File: src/rtl/hsl_track_pkg.sv
// Shared definitions for the HSL colour tracker: widths, hue span,
// controller state type and the threshold bundle used by the window compare.
package hsl_track_pkg;

    localparam int COMP_W  = 10;
    localparam int COUNT_W = 19;
    localparam int SUM_W   = 28;

    // Hue runs 0..767; anything at or above this is folded back to 0
    localparam logic [COMP_W-1:0] HUE_SPAN = 10'd768;

    typedef enum logic [1:0] {
        IDLE   = 2'd0,
        ACTIVE = 2'd1,
        REPORT = 2'd2
    } trackState_t;

    typedef struct packed {
        logic [COMP_W-1:0] hueLo;
        logic [COMP_W-1:0] hueHi;
        logic [COMP_W-1:0] satMin;
        logic [COMP_W-1:0] lightMin;
        logic [COMP_W-1:0] lightMax;
    } thresh_t;

endpackage

File: src/rtl/hsl_window_cmp.sv
// Combinational HSL window test: folds out-of-range hue to 0, supports a hue
// window that wraps through 767/0, and applies inclusive sat/light limits.
module hsl_window_cmp
    import hsl_track_pkg::*;
(
    input  logic [COMP_W-1:0] hue,
    input  logic [COMP_W-1:0] sat,
    input  logic [COMP_W-1:0] light,
    input  thresh_t           thresh,
    output logic              match
);

    logic [COMP_W-1:0] hueNorm;
    logic              hueOk;
    logic              satOk;
    logic              lightOk;

    // Decide hue membership (plain or wrapped window) and combine with sat/light limits
    always_comb begin
        hueNorm = (hue >= HUE_SPAN) ? '0 : hue;
        if (thresh.hueLo <= thresh.hueHi) begin
            hueOk = (hueNorm >= thresh.hueLo) && (hueNorm <= thresh.hueHi);
        end else begin
            hueOk = (hueNorm >= thresh.hueLo) || (hueNorm <= thresh.hueHi);
        end
        satOk   = (sat >= thresh.satMin);
        lightOk = (light >= thresh.lightMin) && (light <= thresh.lightMax);
        match   = hueOk && satOk && lightOk;
    end

endmodule

File: src/rtl/hsl_color_tracker.sv
// HSL colour tracker: per-pixel window mask plus per-frame bounding box,
// match count and (optionally) coordinate sums, reported once per full frame.
// Define HSL_TRACK_CENTROID_EN to build the coordinate-sum accumulators;
// without it oSumX/oSumY are tied to 0.
module hsl_color_tracker
    import hsl_track_pkg::*;
#(
    parameter int IMG_W = 640,
    parameter int IMG_H = 480
)(
    input  logic               clock,
    input  logic               reset_n,
    input  logic               iValid,
    input  logic               iSOF,
    input  logic [COMP_W-1:0]  iHue,
    input  logic [COMP_W-1:0]  iSat,
    input  logic [COMP_W-1:0]  iLight,
    input  logic [COMP_W-1:0]  iHueLo,
    input  logic [COMP_W-1:0]  iHueHi,
    input  logic [COMP_W-1:0]  iSatMin,
    input  logic [COMP_W-1:0]  iLightMin,
    input  logic [COMP_W-1:0]  iLightMax,
    output logic               oValid,
    output logic               oMask,
    output logic [COMP_W-1:0]  oXMin,
    output logic [COMP_W-1:0]  oXMax,
    output logic [COMP_W-1:0]  oYMin,
    output logic [COMP_W-1:0]  oYMax,
    output logic [COUNT_W-1:0] oCount,
    output logic               oFound,
    output logic               oFrameDone,
    output logic [SUM_W-1:0]   oSumX,
    output logic [SUM_W-1:0]   oSumY
);

    localparam logic [COMP_W-1:0] LAST_X = COMP_W'(IMG_W - 1);
    localparam logic [COMP_W-1:0] LAST_Y = COMP_W'(IMG_H - 1);

    trackState_t        state;
    trackState_t        stateNext;
    thresh_t            threshIn;
    thresh_t            shadow;
    thresh_t            threshEff;

    logic               sofPix;
    logic               framePix;
    logic               lastPix;
    logic               pixMatch;
    logic [COMP_W-1:0]  xCnt;
    logic [COMP_W-1:0]  yCnt;
    logic [COMP_W-1:0]  pixX;
    logic [COMP_W-1:0]  pixY;

    logic [COMP_W-1:0]  accXMin;
    logic [COMP_W-1:0]  accXMax;
    logic [COMP_W-1:0]  accYMin;
    logic [COMP_W-1:0]  accYMax;
    logic [COUNT_W-1:0] accCount;
    logic [COMP_W-1:0]  nextXMin;
    logic [COMP_W-1:0]  nextXMax;
    logic [COMP_W-1:0]  nextYMin;
    logic [COMP_W-1:0]  nextYMax;
    logic [COUNT_W-1:0] nextCount;
    logic               accAny;

    // Classify the incoming pixel: frame start, part of a frame, its coordinates and thresholds
    always_comb begin
        threshIn  = '{hueLo: iHueLo, hueHi: iHueHi, satMin: iSatMin,
                      lightMin: iLightMin, lightMax: iLightMax};
        sofPix    = iValid && iSOF;
        framePix  = iValid && (iSOF || (state == ACTIVE));
        pixX      = sofPix ? '0 : xCnt;
        pixY      = sofPix ? '0 : yCnt;
        threshEff = sofPix ? threshIn : shadow;
        lastPix   = framePix && (pixX == LAST_X) && (pixY == LAST_Y);
        accAny    = (accCount != '0);
    end

    hsl_window_cmp uCmp (
        .hue    (iHue),
        .sat    (iSat),
        .light  (iLight),
        .thresh (threshEff),
        .match  (pixMatch)
    );

    // Controller state register
    always_ff @(posedge clock) begin
        if (!reset_n) begin
            state <= IDLE;
        end else begin
            state <= stateNext;
        end
    end

    // Next-state logic; the frame's final pixel always leads to the report cycle
    always_comb begin
        stateNext = state;
        case (state)
            IDLE:    if (sofPix) stateNext = ACTIVE;
            ACTIVE:  stateNext = ACTIVE;
            REPORT:  stateNext = sofPix ? ACTIVE : IDLE;
            default: stateNext = IDLE;
        endcase
        if (lastPix) begin
            stateNext = REPORT;
        end
    end

    // Thresholds are captured at frame start so mid-frame changes wait for the next frame
    always_ff @(posedge clock) begin
        if (!reset_n) begin
            shadow <= '0;
        end else if (sofPix) begin
            shadow <= threshIn;
        end
    end

    // Raster position of the next expected pixel within the frame
    always_ff @(posedge clock) begin
        if (!reset_n) begin
            xCnt <= '0;
            yCnt <= '0;
        end else if (framePix) begin
            if (pixX == LAST_X) begin
                xCnt <= '0;
                yCnt <= (pixY == LAST_Y) ? '0 : pixY + 1'b1;
            end else begin
                xCnt <= pixX + 1'b1;
                yCnt <= pixY;
            end
        end
    end

    // Accumulator update; a frame start restarts from the empty-box values
    always_comb begin
        nextXMin  = sofPix ? '1 : accXMin;
        nextXMax  = sofPix ? '0 : accXMax;
        nextYMin  = sofPix ? '1 : accYMin;
        nextYMax  = sofPix ? '0 : accYMax;
        nextCount = sofPix ? '0 : accCount;
        if (pixMatch) begin
            if (pixX < nextXMin) nextXMin = pixX;
            if (pixX > nextXMax) nextXMax = pixX;
            if (pixY < nextYMin) nextYMin = pixY;
            if (pixY > nextYMax) nextYMax = pixY;
            nextCount = nextCount + 1'b1;
        end
    end

    // Box and count accumulators, advanced only by pixels belonging to a frame
    always_ff @(posedge clock) begin
        if (!reset_n) begin
            accXMin  <= '1;
            accXMax  <= '0;
            accYMin  <= '1;
            accYMax  <= '0;
            accCount <= '0;
        end else if (framePix) begin
            accXMin  <= nextXMin;
            accXMax  <= nextXMax;
            accYMin  <= nextYMin;
            accYMax  <= nextYMax;
            accCount <= nextCount;
        end
    end

    // Per-pixel qualifier and mask, one cycle behind the input
    always_ff @(posedge clock) begin
        if (!reset_n) begin
            oValid <= 1'b0;
            oMask  <= 1'b0;
        end else begin
            oValid <= iValid;
            oMask  <= iValid && pixMatch;
        end
    end

    // Publish the finished frame during the report cycle and hold until the next one
    always_ff @(posedge clock) begin
        if (!reset_n) begin
            oFrameDone <= 1'b0;
            oFound     <= 1'b0;
            oCount     <= '0;
            oXMin      <= '0;
            oXMax      <= '0;
            oYMin      <= '0;
            oYMax      <= '0;
        end else begin
            oFrameDone <= 1'b0;
            if (state == REPORT) begin
                oFrameDone <= 1'b1;
                oFound     <= accAny;
                oCount     <= accCount;
                oXMin      <= accAny ? accXMin : '0;
                oXMax      <= accAny ? accXMax : '0;
                oYMin      <= accAny ? accYMin : '0;
                oYMax      <= accAny ? accYMax : '0;
            end
        end
    end

`ifdef HSL_TRACK_CENTROID_EN
    logic [SUM_W-1:0] accSumX;
    logic [SUM_W-1:0] accSumY;

    // Coordinate sums of matched pixels, restarted at each frame start
    always_ff @(posedge clock) begin
        if (!reset_n) begin
            accSumX <= '0;
            accSumY <= '0;
        end else if (framePix) begin
            accSumX <= (sofPix ? '0 : accSumX) + (pixMatch ? SUM_W'(pixX) : '0);
            accSumY <= (sofPix ? '0 : accSumY) + (pixMatch ? SUM_W'(pixY) : '0);
        end
    end

    // Publish the sums alongside the box in the report cycle
    always_ff @(posedge clock) begin
        if (!reset_n) begin
            oSumX <= '0;
            oSumY <= '0;
        end else if (state == REPORT) begin
            oSumX <= accSumX;
            oSumY <= accSumY;
        end
    end
`else
    assign oSumX = '0;
    assign oSumY = '0;
`endif

endmodule

File: config.mk
export PLATFORM = sky130hd
export DESIGN_NAME = hsl_color_tracker
export DESIGN_NICKNAME = d
export VERILOG_FILES = /design/src/rtl/hsl_track_pkg.sv /design/src/rtl/hsl_window_cmp.sv /design/src/rtl/hsl_color_tracker.sv
export SDC_FILE = /design/constraint.sdc
export NUM_CORES = 1
export LEC_CHECK = 0
export CORE_MARGIN = 2
export CORE_UTILIZATION = 53
export DETAILED_ROUTE_END_ITERATION = 8
export PLACE_DENSITY = 0.78
export SYNTH_ARGS = -nofsm -noshare
export SYNTH_HDL_FRONTEND = slang
export SYNTH_SLANG_ARGS = --single-unit
File: constraint.sdc
create_clock -name clock -period 4.8 [get_ports clock]
set_input_delay 0.48 -clock clock [delete_from_list [all_inputs] [get_ports clock]]
set_output_delay 0.48 -clock clock [all_outputs]
set_load 0.05 [all_outputs]
==> flow_summary.ini, run 1 <==
[yosys]
ys_types = 72
postSynthCellCount = 1203
yosysWarningCount = 0
synth-edff-count = 0
syn-cell-area_mm2 = 0.0104
synth_top_cell_by_area = sky130_fd_sc_hd__dfxtp_1
avgSynthCellArea_um2 = 8.66
synth.cells.most_frequent = sky130_fd_sc_hd__dfxtp_1, sky130_fd_sc_hd__nor2_1, sky130_fd_sc_hd__nand2_1
synth.yosys.seq_area_share_pct = 37.3
synth_top_cell_area_share_pct = 37.3
synth_area_leaders = sky130_fd_sc_hd__dfxtp_1, sky130_fd_sc_hd__ha_1, sky130_fd_sc_hd__mux2i_1, sky130_fd_sc_hd__nor2_1, sky130_fd_sc_hd__nand2_1
synth.most_common_cell = sky130_fd_sc_hd__dfxtp_1
synth-main-ff-cell = sky130_fd_sc_hd__dfxtp_1
synth-seq-cells = 194
synth-async-reset-ratio_pct = 0

[critical_path]
crit_fanout = 26
destination_of_the_worst_register_to_register_timing_path = accCount[5]
worst_ep_arrival_time_ns = 4.43
critPathLaunchType = input port
cp.required_ns = 5.16
cp_slowest_stage_delay_ns = 0.51
timing.critical_path.cells = clkdlybuf4s50_1 > nand2_4 > buf_12 > mux2i_1 > ha_1 > a21o_1 > a21o_1 > a21o_1 > a211o_1 > a31oi_2 > o211ai_2 > buf_4 > or4_1 > a21oi_1
crit_buf_inv = 3
critPathCaptureType = register
critical_setup_path_class = in2reg
reg2reg_slack_ns = 1.41
cp_top_family = compound AO/OA/AOI/OAI gates
critical-path-top-cell-by-count = sky130_fd_sc_hd__a21o_1
crit-reg2reg-launch = shadow[48]
master_of_the_slowest_instance_on_the_critical_path = sky130_fd_sc_hd__or4_1
r2r.worst_path.cells = 12

[floorplanning]
start_util_pct = 53.7
fp.dieH_um = 144
die-width_um = 144
floorplan.die_area_mm2 = 0.0208
placement_rows = 51
num_io_pins = 203
core_area_mm2 = 0.0194

[timing]
final_count_of_negative_setup_slack_endpoints = 0
worst_clock_skew_ns = 0.0107
slew-limit-headroom_pct = 22.1
post-route-period-util_pct = 84.8
fin_tns_setup_ns = 0
final_hold_viol_count = 0
max_freq_mhz = 246
period_needed_ns = 4.07
timing.final.max_slew_violations = 0
grt_setup_unrepaired = no
tightest_slew_ns = 1.17
timing.final.ws_setup_ns = 0.730

[power_and_ir_drop]
report.power.total_mw = 3.55
power_density_mw_per_mm2 = 284
netSwitchingFraction_pct = 27.9
share_comb_of_total_power_pct = 15.0
clkPwrFrac_pct = 38.4
seqPwrFrac_pct = 46.5
worst_ir_drop_vdd_v = 0.000261
leakage_nw = 5.29
switching_power_uw = 991
cellInternalPower_mw = 2.56

[worst_hold_path]
min-delay-start = oCount[11]
sink_of_the_worst_hold_path = oCount[11]
whs_path_depth = 2
worst_hold_path_type = reg2reg

[drt]
ant_nets = 0
drt_iter0_drc = 507
first_pass_iters = 5
finalWirelength_mm = 25.0
route.detailed.drc = 0
drt-vias-per-instance = 5.63
drt-wirelength-per-cell_um = 15.6
vias = 9014

[cts]
post_cts.repair.setup_buffers = 0
cts_tree = built
clock_latency_late_sink_ns = 0.43
clkTransAtPathRegs_ns = 0.07
cts-htree-levels = 4
bufs_on_longest_clock_path = 2
cts.hold.buffers_added = 0
clock_sinks = 194
cts_resized = 0
root_buffer = sky130_fd_sc_hd__clkbuf_16
cts_inserted_buffers = 17

[placed_design]
io_buffer_count = 146
placement.setup.worst_slack_ns = 0.296
finalWeightedCongestion = 0.880
hpwl_mm = 18.3

[global_route]
global_route.overflow_total = 0
grt_pass1_vias = 8635
grt_max_degree = 105
grt.total_usage_pct = 24.2
antenna_found_initial = 0
grt_first_pass_wirelength_mm = 40.6

[run_status]
status = completed

[cells_and_area]
finalNetCount = 1507
antenna_cells_inserted = 0
drive_above_1_share_pct = 5.76
area_growth_syn_to_layout_pct = 19.8

[run]
drv_cap = 0
-- cell type report --
type	count	area [um^2]
tap	265	332
inverter	27	104
timing repair buffer	170	1650
multi-input combinational	914	5950
sequential	194	3880
fill	1677	6920
clock inverter	14	130
clock buffer	18	429
-- layout by cell type (no fill, tap or decap), types with 11 or more instances in the layout --
cell type / synthesis / routed
sky130_fd_sc_hd__a21oi_1: 79 / 79
sky130_fd_sc_hd__mux2i_1: 53 / 53
sky130_fd_sc_hd__dfxtp_1: 194 / 194
sky130_fd_sc_hd__ha_1: 99 / 99
sky130_fd_sc_hd__a22oi_1: 44 / 44
sky130_fd_sc_hd__nand4_1: 22 / 22
sky130_fd_sc_hd__buf_4: 56 / 23
sky130_fd_sc_hd__o22a_1: 20 / 20
sky130_fd_sc_hd__clkdlybuf4s50_1: 0 / 146
sky130_fd_sc_hd__o21ai_0: 28 / 28
sky130_fd_sc_hd__and2_1: 26 / 26
sky130_fd_sc_hd__clkbuf_16: 0 / 17
sky130_fd_sc_hd__nand2_1: 128 / 127
sky130_fd_sc_hd__nor2_1: 138 / 137
sky130_fd_sc_hd__inv_1: 27 / 26
sky130_fd_sc_hd__conb_1: 1 / 56
sky130_fd_sc_hd__nand3_1: 32 / 32
sky130_fd_sc_hd__nor3_1: 14 / 14
sky130_fd_sc_hd__nor4_1: 11 / 11
sky130_fd_sc_hd__a21o_1: 21 / 21
-- worst reg2reg max path, cell delays in order (launching register included) --
cell and delay [ns]:
sky130_fd_sc_hd__dfxtp_1 0.30, sky130_fd_sc_hd__mux2i_1 0.28, sky130_fd_sc_hd__inv_1 0.08, sky130_fd_sc_hd__ha_1 0.30, sky130_fd_sc_hd__nand4_1 0.10, sky130_fd_sc_hd__nor3_1 0.26
sky130_fd_sc_hd__a211oi_1 0.11, sky130_fd_sc_hd__a32o_1 0.26, sky130_fd_sc_hd__a31oi_2 0.27, sky130_fd_sc_hd__o211ai_2 0.35, sky130_fd_sc_hd__buf_4 0.34, sky130_fd_sc_hd__or4_1 0.52
sky130_fd_sc_hd__a21oi_1 0.15
-- per-layer routing --
layer | track usage [%] | vias to the layer above | share of wire (%) | wire length, um
met1 | 31.2 | 4231 | 45 | 11200
met2 | 41.6 | 285 | 49 | 12100
met3 | 3.87 | 40 | 5.1 | 1270
met5 | 0 | - | 0 | 0
met4 | 7.77 | 0 | 1.7 | 418
li1 | - | 4458 | - | -
-- kinds of logic (layout without fill, tap and decap cells) --
family / after synthesis / after routing / synth area share (%)
AO/OA/AOI/OAI: 277 / 277 / 18.6
XOR/XNOR: 4 / 4 / 0.336
adder cells (fa/ha/maj): 99 / 99 / 11.9
buffers and inverters: 150 / 229 / 7.70
flip-flops: 194 / 194 / 37.3
multiplexers: 53 / 53 / 5.09
other: 1 / 56 / 0.0360
AND/OR/NAND/NOR: 425 / 425 / 19.1
-- per-stage QoR --
stage / hold slack [ns] / util (%) / area (um^2) / cells
2_1_floorplan: 0.434 / - / 10600 / 1258
3_3_place_gp: 0.447 / 61.4 / 11900 / 1570
3_5_place_dp: 0.448 / 61.4 / 11900 / 1570
4_1_cts: 0.457 / 64.3 / 12500 / 1602
5_1_grt: 0.478 / 64.3 / 12500 / 1602
6_report: 0.453 / 64.3 / 12500 / 1602
-- flip-flops by register name, summed over array words and instances, names as in the netlist --
register and cells:
accXMin 10, oCount 19, shadow 50, xCnt 10, accYMin 10, accYMax 10, oYMax 10, state 2
oFound 1, accCount 19, oXMin 10, oMask 1, oFrameDone 1, oXMax 10, accXMax 10, oYMin 10
yCnt 10, oValid 1
-- power by group through the flow --
stage                     logic, mW  clock network, mW  registers, mW
after floorplan               0.403                  0           1.69
after global placement        0.515                  0           1.69
after detailed placement      0.526                  0           1.69
after CTS                     0.529               1.39           1.65
after global routing          0.584               1.45           1.65
final                         0.532               1.36           1.65
-- worst max path at each step --
stage | from | end | slack (ns) | depth (start not counted)
2_1_floorplan | iValid | accXMin[1] | 0.43 | 18
3_3_place_gp | iValid | accCount[11] | 0.36 | 14
3_5_place_dp | iSOF | accCount[3] | 0.30 | 14
4_1_cts | iValid | accCount[3] | 0.74 | 14
5_1_grt | iSOF | accCount[5] | 0.48 | 14
6_report | iSOF | accCount[5] | 0.73 | 14
Note: power is estimated with default switching activity, not from simulation.
==> inputs of run 2 (changes only) <==
CORE_UTILIZATION = 48   (was 53)
PLACE_DENSITY = 0.75   (was 0.78)
clock period = 3.7 ns   (was 4.8 ns; I/O delays follow)
==> flow_summary.ini, run 2 (same netlist as run 1, synthesis figures left out) <==
[cells_and_area]
most_flops_register = shadow
finalNetCount = 1587
final_cell_mix = sky130_fd_sc_hd__dfxtp_1, sky130_fd_sc_hd__clkdlybuf4s50_1, sky130_fd_sc_hd__nor2_1, sky130_fd_sc_hd__nand2_1, sky130_fd_sc_hd__ha_1
layout_commonest_cell = sky130_fd_sc_hd__dfxtp_1
largest_register_ffs = 50
antenna_cells_inserted = 0
drive_above_1_share_pct = 12.2
layout_top_registers = shadow (50), accCount (19), oCount (19)
area_growth_syn_to_layout_pct = 27.3
post-route-cell-area_mm2 = 0.0133

[placed_design]
io_buffer_count = 146
finalWeightedCongestion = 0.884
post_dp_cell_area_mm2 = 0.0126
hpwl_mm = 19.6
placement.setup.worst_slack_ns = -0.343

[timing]
max_freq_mhz = 282
fin_tns_setup_ns = 0
final_count_of_negative_setup_slack_endpoints = 0
tightest_slew_ns = 1.20
worst_clock_skew_ns = 0.0114
final_hold_viol_count = 0
slew-limit-headroom_pct = 19.8
period_needed_ns = 3.55
post-route-period-util_pct = 95.9
timing.final.max_slew_violations = 0
timing.final.ws_setup_ns = 0.152

[cts]
bufs_on_longest_clock_path = 2
clock_sinks = 194
root_buffer = sky130_fd_sc_hd__clkbuf_16
cts_inserted_buffers = 17
cts-htree-levels = 4
clkTransAtPathRegs_ns = 0.07
cts_tree = built
clock_latency_late_sink_ns = 0.44

[critical_path]
cp.required_ns = 4.07
worst_ep_arrival_time_ns = 3.91
critPathLaunchType = input port
reg2reg_slack_ns = 0.62
crit_fanout = 16
critPathCaptureType = register
critical_setup_path_class = in2reg

[drt]
drt_iter0_drc = 630
wl_met2_mm = 12.8
drt-wirelength-per-cell_um = 15.6
vias = 9284
met3_length_mm = 1.40
first_pass_iters = 5
ant_nets = 0
drt-vias-per-instance = 5.49
maxUsedRoutingLayer = met4
route.detailed.drc = 0
wl_met1_mm = 11.7
finalWirelength_mm = 26.5

[run_status]
status = completed

[global_route]
grt.total_usage_pct = 23.6
antenna_found_initial = 0
global_route.overflow_total = 0
grt_first_pass_wirelength_mm = 43.8
grt_max_degree = 90
grt_pass1_vias = 9102

[floorplanning]
floorplan.die_area_mm2 = 0.0229
core_area_mm2 = 0.0212
die-width_um = 151
num_io_pins = 203
start_util_pct = 49.2
fp.dieH_um = 151
placement_rows = 53

[power_and_ir_drop]
leakage_nw = 5.65
power_density_mw_per_mm2 = 356
worst_ir_drop_vdd_v = 0.000279

[run]
drv_cap = 0

[worst_hold_path]
worst_hold_path_type = reg2reg
==> run 2: report_power, final <==
group	total, mW	internal [mW]	switching [mW]
clock	1.78	0.933	0.846
sequential	2.14	2.12	0.0196
combinational	0.799	0.331	0.468
==> run 2: worst paths after layout <==
path,from,endpoint,cells after the start
worst max-delay path,iSOF,accCount[9],15
worst min-delay path,oCount[5],oCount[5],2
worst min register to register,oCount[5],oCount[5],2
worst max register to register,shadow[38],accCount[9],11
==> run 2: layout make-up <==
type / count / area [um^2]
inverters: 27 / 104
repair buffers: 250 / 2300
fillers: 1787 / 7900
well taps: 275 / 344
clock inverters: 14 / 133
multi-input cells: 914 / 6060
clock buffers: 17 / 425
flip-flops and latches: 194 / 3880
==> run 2: what timing repair did <==
item / CTS / global route
setup buffers: 0 / 2
hold buffers: 0 / 0
resized for setup: 0 / 19
endpoints found under the setup margin: 0 / 44
==> run 2: per-layer routing <==
metal	GRT usage (%)	vias up
li1	-	4606
met1	30.1	4325
met2	39.8	306
met3	4.28	47
met4	8.83	0
met5	0	-
==> run 2: worst max-delay path, cell delays in order <==
cell	delay (ns)
sky130_fd_sc_hd__clkdlybuf4s50_1	0.54
sky130_fd_sc_hd__nand2_4	0.12
sky130_fd_sc_hd__buf_12	0.17
sky130_fd_sc_hd__mux2i_4	0.19
sky130_fd_sc_hd__ha_1	0.31
sky130_fd_sc_hd__a21o_1	0.16
sky130_fd_sc_hd__a21o_1	0.17
sky130_fd_sc_hd__a21o_1	0.17
sky130_fd_sc_hd__a211o_1	0.32
sky130_fd_sc_hd__a21oi_2	0.23
sky130_fd_sc_hd__o211ai_2	0.13
sky130_fd_sc_hd__buf_12	0.18
sky130_fd_sc_hd__buf_4	0.18
sky130_fd_sc_hd__or4_1	0.51
sky130_fd_sc_hd__a21oi_1	0.14
==> run 2: through the flow <==
step / total power [mW] / utilization, % / std cells / hold slack, ns
2_1_floorplan: 2.72 / - / 1258 / 0.434
3_3_place_gp: 2.94 / 59.4 / 1658 / 0.443
3_5_place_dp: 2.96 / 59.4 / 1658 / 0.448
4_1_cts: 4.72 / 62.1 / 1689 / 0.456
5_1_grt: 4.92 / 62.6 / 1691 / 0.476
6_report: 4.72 / 62.6 / 1691 / 0.455
